`config.mk`:
```
export PLATFORM = sky130hd
export DESIGN_NAME = decoder
export DESIGN_NICKNAME = d
export VERILOG_FILES = /design/src/rtl/decoder_pkg.sv /design/src/rtl/decoder_comb.sv /design/src/rtl/decoder.sv
export SDC_FILE = /design/constraint.sdc
export NUM_CORES = 1
export LEC_CHECK = 0
export BUFFER_PORTS_ARGS = -buffer_cell sky130_fd_sc_hd__buf_2
export CAP_MARGIN = 20
export CORE_AREA = 2 2 39 41
export DETAILED_ROUTE_END_ITERATION = 16
export DIE_AREA = 0 0 41 43
export PLACE_DENSITY = 0.45
export RECOVER_POWER = 100
export SETUP_SLACK_MARGIN = 0.1
export SLEW_MARGIN = 20
export SYNTH_ARGS = -nofsm -noshare
export SYNTH_HDL_FRONTEND = slang
export SYNTH_SLANG_ARGS = --single-unit
```
`constraint.sdc`:
```
create_clock -name clk -period 0.8 [get_ports clk]
set_input_delay 0.04 -clock clk [delete_from_list [all_inputs] [get_ports clk]]
set_output_delay 0.04 -clock clk [all_outputs]
set_load 0.01 [all_outputs]
```
`src/rtl/decoder_pkg.sv`:
```
// Shared types and the 2-to-4 decode helper for the decoder block.
package decoder_pkg;

  typedef logic [1:0] code_t;
  typedef logic [3:0] onehot_t;

  localparam onehot_t ONEHOT_NONE = 4'b0000;

  // Bundle of every decoder output, used to move results between stages.
  typedef struct packed {
    logic    out;
    onehot_t onehot;
    logic    sum;
    logic    carry;
    logic    valid;
  } dec_res_t;

  localparam dec_res_t DEC_RES_IDLE = '{out: 1'b0, onehot: ONEHOT_NONE,
                                        sum: 1'b0, carry: 1'b0, valid: 1'b0};

  // Bit index of the single set bit equals the code value.
  function automatic onehot_t dec2(code_t c);
    onehot_t base;
    base = 4'b0001;
    return onehot_t'(base << c);
  endfunction

endpackage

```
`src/rtl/decoder_comb.sv`:
```
// Pure combinational decode of en/{in1,in2}. With en low every output is zero
// so downstream enables never see a stale or partial decode.
module decoder_comb
  import decoder_pkg::*;
(
  input  logic     en,
  input  logic     in1,
  input  logic     in2,
  output dec_res_t res
);

  code_t code;
  assign code = {in1, in2};

  // Decode the code when enabled, otherwise drive the idle (all-zero) result.
  always_comb begin
    res = DEC_RES_IDLE;
    if (en) begin
      res.onehot = dec2(code);
      res.out    = in1 & in2;
      res.carry  = in1 & in2;
      res.sum    = in1 ^ in2;
      res.valid  = 1'b1;
    end
  end

endmodule

```
`src/rtl/decoder.sv`:
```
// 2-input decoder/match unit: one-hot decode, all-ones match flag and
// half-adder sum/carry. OUT_REG=1 registers all outputs (1-cycle latency);
// OUT_REG=0 is a purely combinational path and ignores clk/rst.
//
// valid: there is no back-pressure. valid=1 means the other outputs hold the
// decode of an enabled sample; valid=0 means every other output is zero.
module decoder
  import decoder_pkg::*;
#(
  parameter bit OUT_REG = 1'b1
) (
  input  logic       clk,
  input  logic       rst,
  input  logic       en,
  input  logic       in1,
  input  logic       in2,
  output logic       out,
  output logic [3:0] onehot,
  output logic       sum,
  output logic       carry,
  output logic       valid
);

  dec_res_t comb_res;
  dec_res_t res;

  decoder_comb u_comb (
    .en  (en),
    .in1 (in1),
    .in2 (in2),
    .res (comb_res)
  );

  generate
    if (OUT_REG) begin : g_reg
      // Output register; reset wins over en, and en=0 clears rather than holds.
      always_ff @(posedge clk) begin
        if (rst) begin
          res <= DEC_RES_IDLE;
        end else begin
          res <= comb_res;
        end
      end
    end else begin : g_comb
      logic unused_clk_rst;
      assign unused_clk_rst = clk ^ rst;
      assign res = comb_res;
    end
  endgenerate

  assign out    = res.out;
  assign onehot = res.onehot;
  assign sum    = res.sum;
  assign carry  = res.carry;
  assign valid  = res.valid;

`ifdef ASSERT_ON
  a_onehot0 : assert property (@(posedge clk) $onehot0(onehot));
  a_out_msb : assert property (@(posedge clk) out == onehot[3]);
  a_carry   : assert property (@(posedge clk) carry == out);
`endif

endmodule

```
* Yosys cells after proc, flatten, opt, wreduce, memory -nomap -nowiden *
Cells that the tools add are included.
Widths: inputs -> output; s select.

operators by class
  bitwise logic cells = 3
  $mul = 0
  shift operators = 1
  reduce and logical (&&, ||, !) cells = 1
  multiplexer cells = 1
  $add $sub $neg = 0
  eq/ne operators = 0
  divide/modulo/power cells = 0
  magnitude comparators = 0

operator list
  cell                 count
  $shl 1x2->4 const A  1
  $reduce_or 2->1      1
  $and 1x1->1          1
  $mux 1               1
  $not 1->1            1
  $xor 1x1->1          1

storage, ports and cells
  logic and storage cells = 10
  bits in latches = 0
  memory bits (writable) = 0
  input bits = 5
  bits in registers = 7
  ROM bits = 0
  memories = 0
  output and inout bits = 8

* Longest topological paths before layout *
  word-level depth = 2
  mapped depth = 2
  gate-level depth less buffers = 2

* Modules after synthesis *
Synthesis repeated with hierarchy kept, for this count alone.

unflattened totals
  cell total of the unflattened synthesis = 30
  area total of the unflattened synthesis = 321.6 um^2

by module, submodules not included
  module        area an instance (um^2)  times used  cells an instance  seq. area each (um^2)
  decoder       210.2                    1           16                 160.2
  decoder_comb  111.4                    1           14                 0.0

* Least setup slack after synthesis *
No wires, ideal clock.

  path type = input -> register
  start = in in1
  end = reg res, in the netlist sum
  setup slack = 208 ps
  stages = 2
  setup time = 117 ps
  buffers on the path = 0
  arrival = 476 ps
  cell sequence = ha_1 and3b_2

between the ends
  cells in the longest elaborated chain, start to end = 1

RTL lines
  what                    line                RTL
  start: declaration      decoder.sv:15       input logic in1,
  $xor 1x1->1             decoder_comb.sv:22  res.sum = in1 ^ in2;
  end signal: assignment  decoder.sv:41       res <= comb_res;
  end: declaration        decoder.sv:25       dec_res_t res;

No other way between the ends.
A chain may end at the register's enable or synchronous reset.

* Final worst setup path *
  start = reg res, in the netlist carry
  end = out carry

RTL lines
  what              line           RTL
  end: declaration  decoder.sv:20  output logic carry,

No word-level cell between the ends.

==> summary.txt <==
Global routing
  • Total routing resource utilization after global routing: 0.06124
  • Pin count of the biggest net entering global routing: 8
  • GR Layer Usage met1: 0.03859
  • Gr busiest metal: met4
  • Met2 Usage GRT: 0.09688
  • Met3 GRT Util: 0.01571
  • Vias in the first global route: 159
  • Number of antenna violations at the first check in global routing: 0
  • First-pass GRT wire length: 614 um
  • Residual overflow from global routing: 0

CTS
  • H-tree lvl count: 1
  • Clock Sinks: 7
  • Root cell of the clock tree: sky130_fd_sc_hd__clkbuf_4
  • TritonCTS buffer count: 3
  • CTS tree: yes
  • CTS clock-pin slew for the worst setup and hold paths: 0.06 ns
  • Longest Clk Path Bufs: 2

Critical path
  • Worst path bufs/invs: 1
  • Timing startpoint of the critical path: carry
  • Launching element type of the critical path: flop
  • Worst-path fanout max: 2
  • Data arrival, critical path: 0.70 ns
  • Critical Path Sink: carry
  • Critical path required time: 0.76 ns
  • Highest cell delay on the worst timing path: 0.33 ns
  • Worst-path cell with the longest stage delay: sky130_fd_sc_hd__dfxtp_2
  • Cell-by-cell trace of the critical path: clkbuf_2
  • Number of logic stages on the critical path including buffering: 1
  • Nature of the critical path endpoint: primary output
  • Worst setup path category: reg -> out
  • Crit-path leading delay family: flip-flops

Worst hold path
  • Worst hold-check path type: in -> reg
  • Worst hold path depth: 2

Detailed routing
  • Detail-routed net length per standard cell: 9.149 um
  • Avg Vias per Cell: 3.638
  • Number of iterations in the first detailed-routing pass: 1
  • Total Routed Length: 430 um
  • Number of design rule violations left after detail routing: 0
  • ANT nets after route: 0
  • Via count: 171
  • DR iter-0 viols: 0

Layout
  • Number of cells in the finished layout apart from fillers: 47
  • Area growth, synth to finish: 46.88%
  • Layout cell share with drive strength beyond 1: 0.5484
  • Final Util: 0.2550
  • Commonest cells after routing, fill and taps aside: sky130_fd_sc_hd__clkbuf_1 (6), sky130_fd_sc_hd__dfxtp_1 (6), sky130_fd_sc_hd__buf_6 (4)
  • Post-layout net count: 38
  • Inserted Diodes: 0
  • Final standard cell area without fillers: 352.8 sq um

Timing
  • Tcrit/Tclk final: 0.9261
  • Number of endpoints failing setup at the final stage: 0
  • Min cycle time layout: 0.7408 ns
  • Number of pins with negative max-slew slack in the final report: 0
  • Least setup slack across all paths after layout: 0.05916 ns
  • Setup repair after global routing missed its margin: yes
  • Worst slew slack as a fraction of its limit: 0.8453
  • Maximum clock rate: 1350 MHz
  • Worst Max-Slew Pin Slew: 0.2288 ns
  • Final hold violation count: 0
  • Setup TNS: 0 ns

Power
  • Part of the total power dissipated in the clock network: 0.428
  • Seq pwr share: 0.487
  • Power density of the placed cells: 2133 mW/mm^2
  • Share of total power in combinational logic: 0.085
  • Internal power: 0.0005879 W
  • Max VDD drop: 416.7 uV
  • Leakage power: 0.1557 nW
  • Sw Ratio: 0.2188
  • Switching component of the power: 0.0001646 W

Logic synthesis
  • Mean cell area of the mapped netlist: 15.01 sq um
  • Sequential-to-total area share from yosys stat: 0.5833
  • Mapped Cells: 16
  • Yosys reg bits: 7
  • Distinct cells, synth: 8
  • Area of the mapped netlist: 240.2 sq um
  • Post-Synthesis Net Count: 22
  • Warning count from the yosys run: 0

Placement
  • Number of port buffers: 12
  • Post-placement worst setup slack: 0.04614 ns
  • Placed Area: 312.8 sq um
  • Placed Instances: 43
  • Gpl congestion: 0.6419
  • Final HPWL DP: 319.4 um

Floorplan
  • DIE AREA: 0.001763 sq mm
  • Starting Density: 0.1736
  • DIE WIDTH: 41 um
  • Row count: 14
  • Area of the core: 0.001384 sq mm
  • Die Y-Extent: 43 um
  • Boundary Pins: 13

Outcome
  • Run status: completed

Flow run
  • Max cap viols: 0
-- layer usage --
layer,part of all wire,vias up
met5,0,-
met4,0,0
met3,0.023,0
met2,0.64,4
met1,0.33,79
li1,-,88
-- how the worst min path moves through the flow --
stage | from | endpoint | slack, ns
2_1_floorplan | in1 | onehot[0] | 0.11
3_3_place_gp | in2 | onehot[0] | 0.26
3_5_place_dp | in2 | onehot[0] | 0.26
4_1_cts | in2 | onehot[0] | -0.003
5_1_grt | in2 | onehot[0] | 0.02
6_report | in2 | onehot[0] | 0.004
-- registers in the layout (all words and copies together), names as in the netlist --
| signal | flops |
|---|---|
| onehot | 4 |
| carry | 1 |
| valid | 1 |
| sum | 1 |
-- cell usage after synthesis --
cell	count	area, sq um
sky130_fd_sc_hd__and4b_2	1	11.26
sky130_fd_sc_hd__and4bb_2	2	25.02
sky130_fd_sc_hd__and2b_2	1	8.760
sky130_fd_sc_hd__buf_4	1	7.510
sky130_fd_sc_hd__ha_1	1	12.51
sky130_fd_sc_hd__dfxtp_1	7	140.1
sky130_fd_sc_hd__nor4b_2	1	15.01
sky130_fd_sc_hd__and3b_2	2	20.02
-- layout make-up --
class                   count  area [sq um]
fillers                   155          1031
flip-flops and latches      7         141.4
multi-input cells           8         86.33
repair buffers             12         78.83
clock buffers               4         26.28
well taps                  16         20.02
-- power by group through the flow --
stage / registers (W) / logic (W) / clock network, W
after detailed placement: 0.000371 / 0.0000603 / 0
after global routing: 0.000367 / 0.0000694 / 0.000346
after floorplan: 0.000378 / 0.0000200 / 0
after global placement: 0.000371 / 0.0000589 / 0
after CTS: 0.000365 / 0.0000632 / 0.000336
final: 0.000366 / 0.0000639 / 0.000322
-- through the flow --
step | hold slack [ns] | total power (W)
after global routing | 0.01570 | 0.0007830
after global placement | 0.2645 | 0.0004295
after detailed placement | 0.2647 | 0.0004314
after floorplan | 0.1106 | 0.0003982
final | 0.003611 | 0.0007525
after CTS | -0.002566 | 0.0007650
-- kinds of logic (layout without fill, tap and decap cells) --
logic type / Yosys count / in the layout / share of synthesized area
flip-flops: 7 / 7 / 0.5833
buffers and inverters: 1 / 16 / 0.03126
AND/OR/NAND/NOR: 7 / 7 / 0.3333
adder cells (fa/ha/maj): 1 / 1 / 0.05208
-- timing repair --
item                       4_1_cts  5_1_grt
setup endpoints to repair        8        8
gates resized for setup          2        7
hold endpoints to repair         1        0
buffers inserted                 0        0
Power figures use the tool's default switching activity.
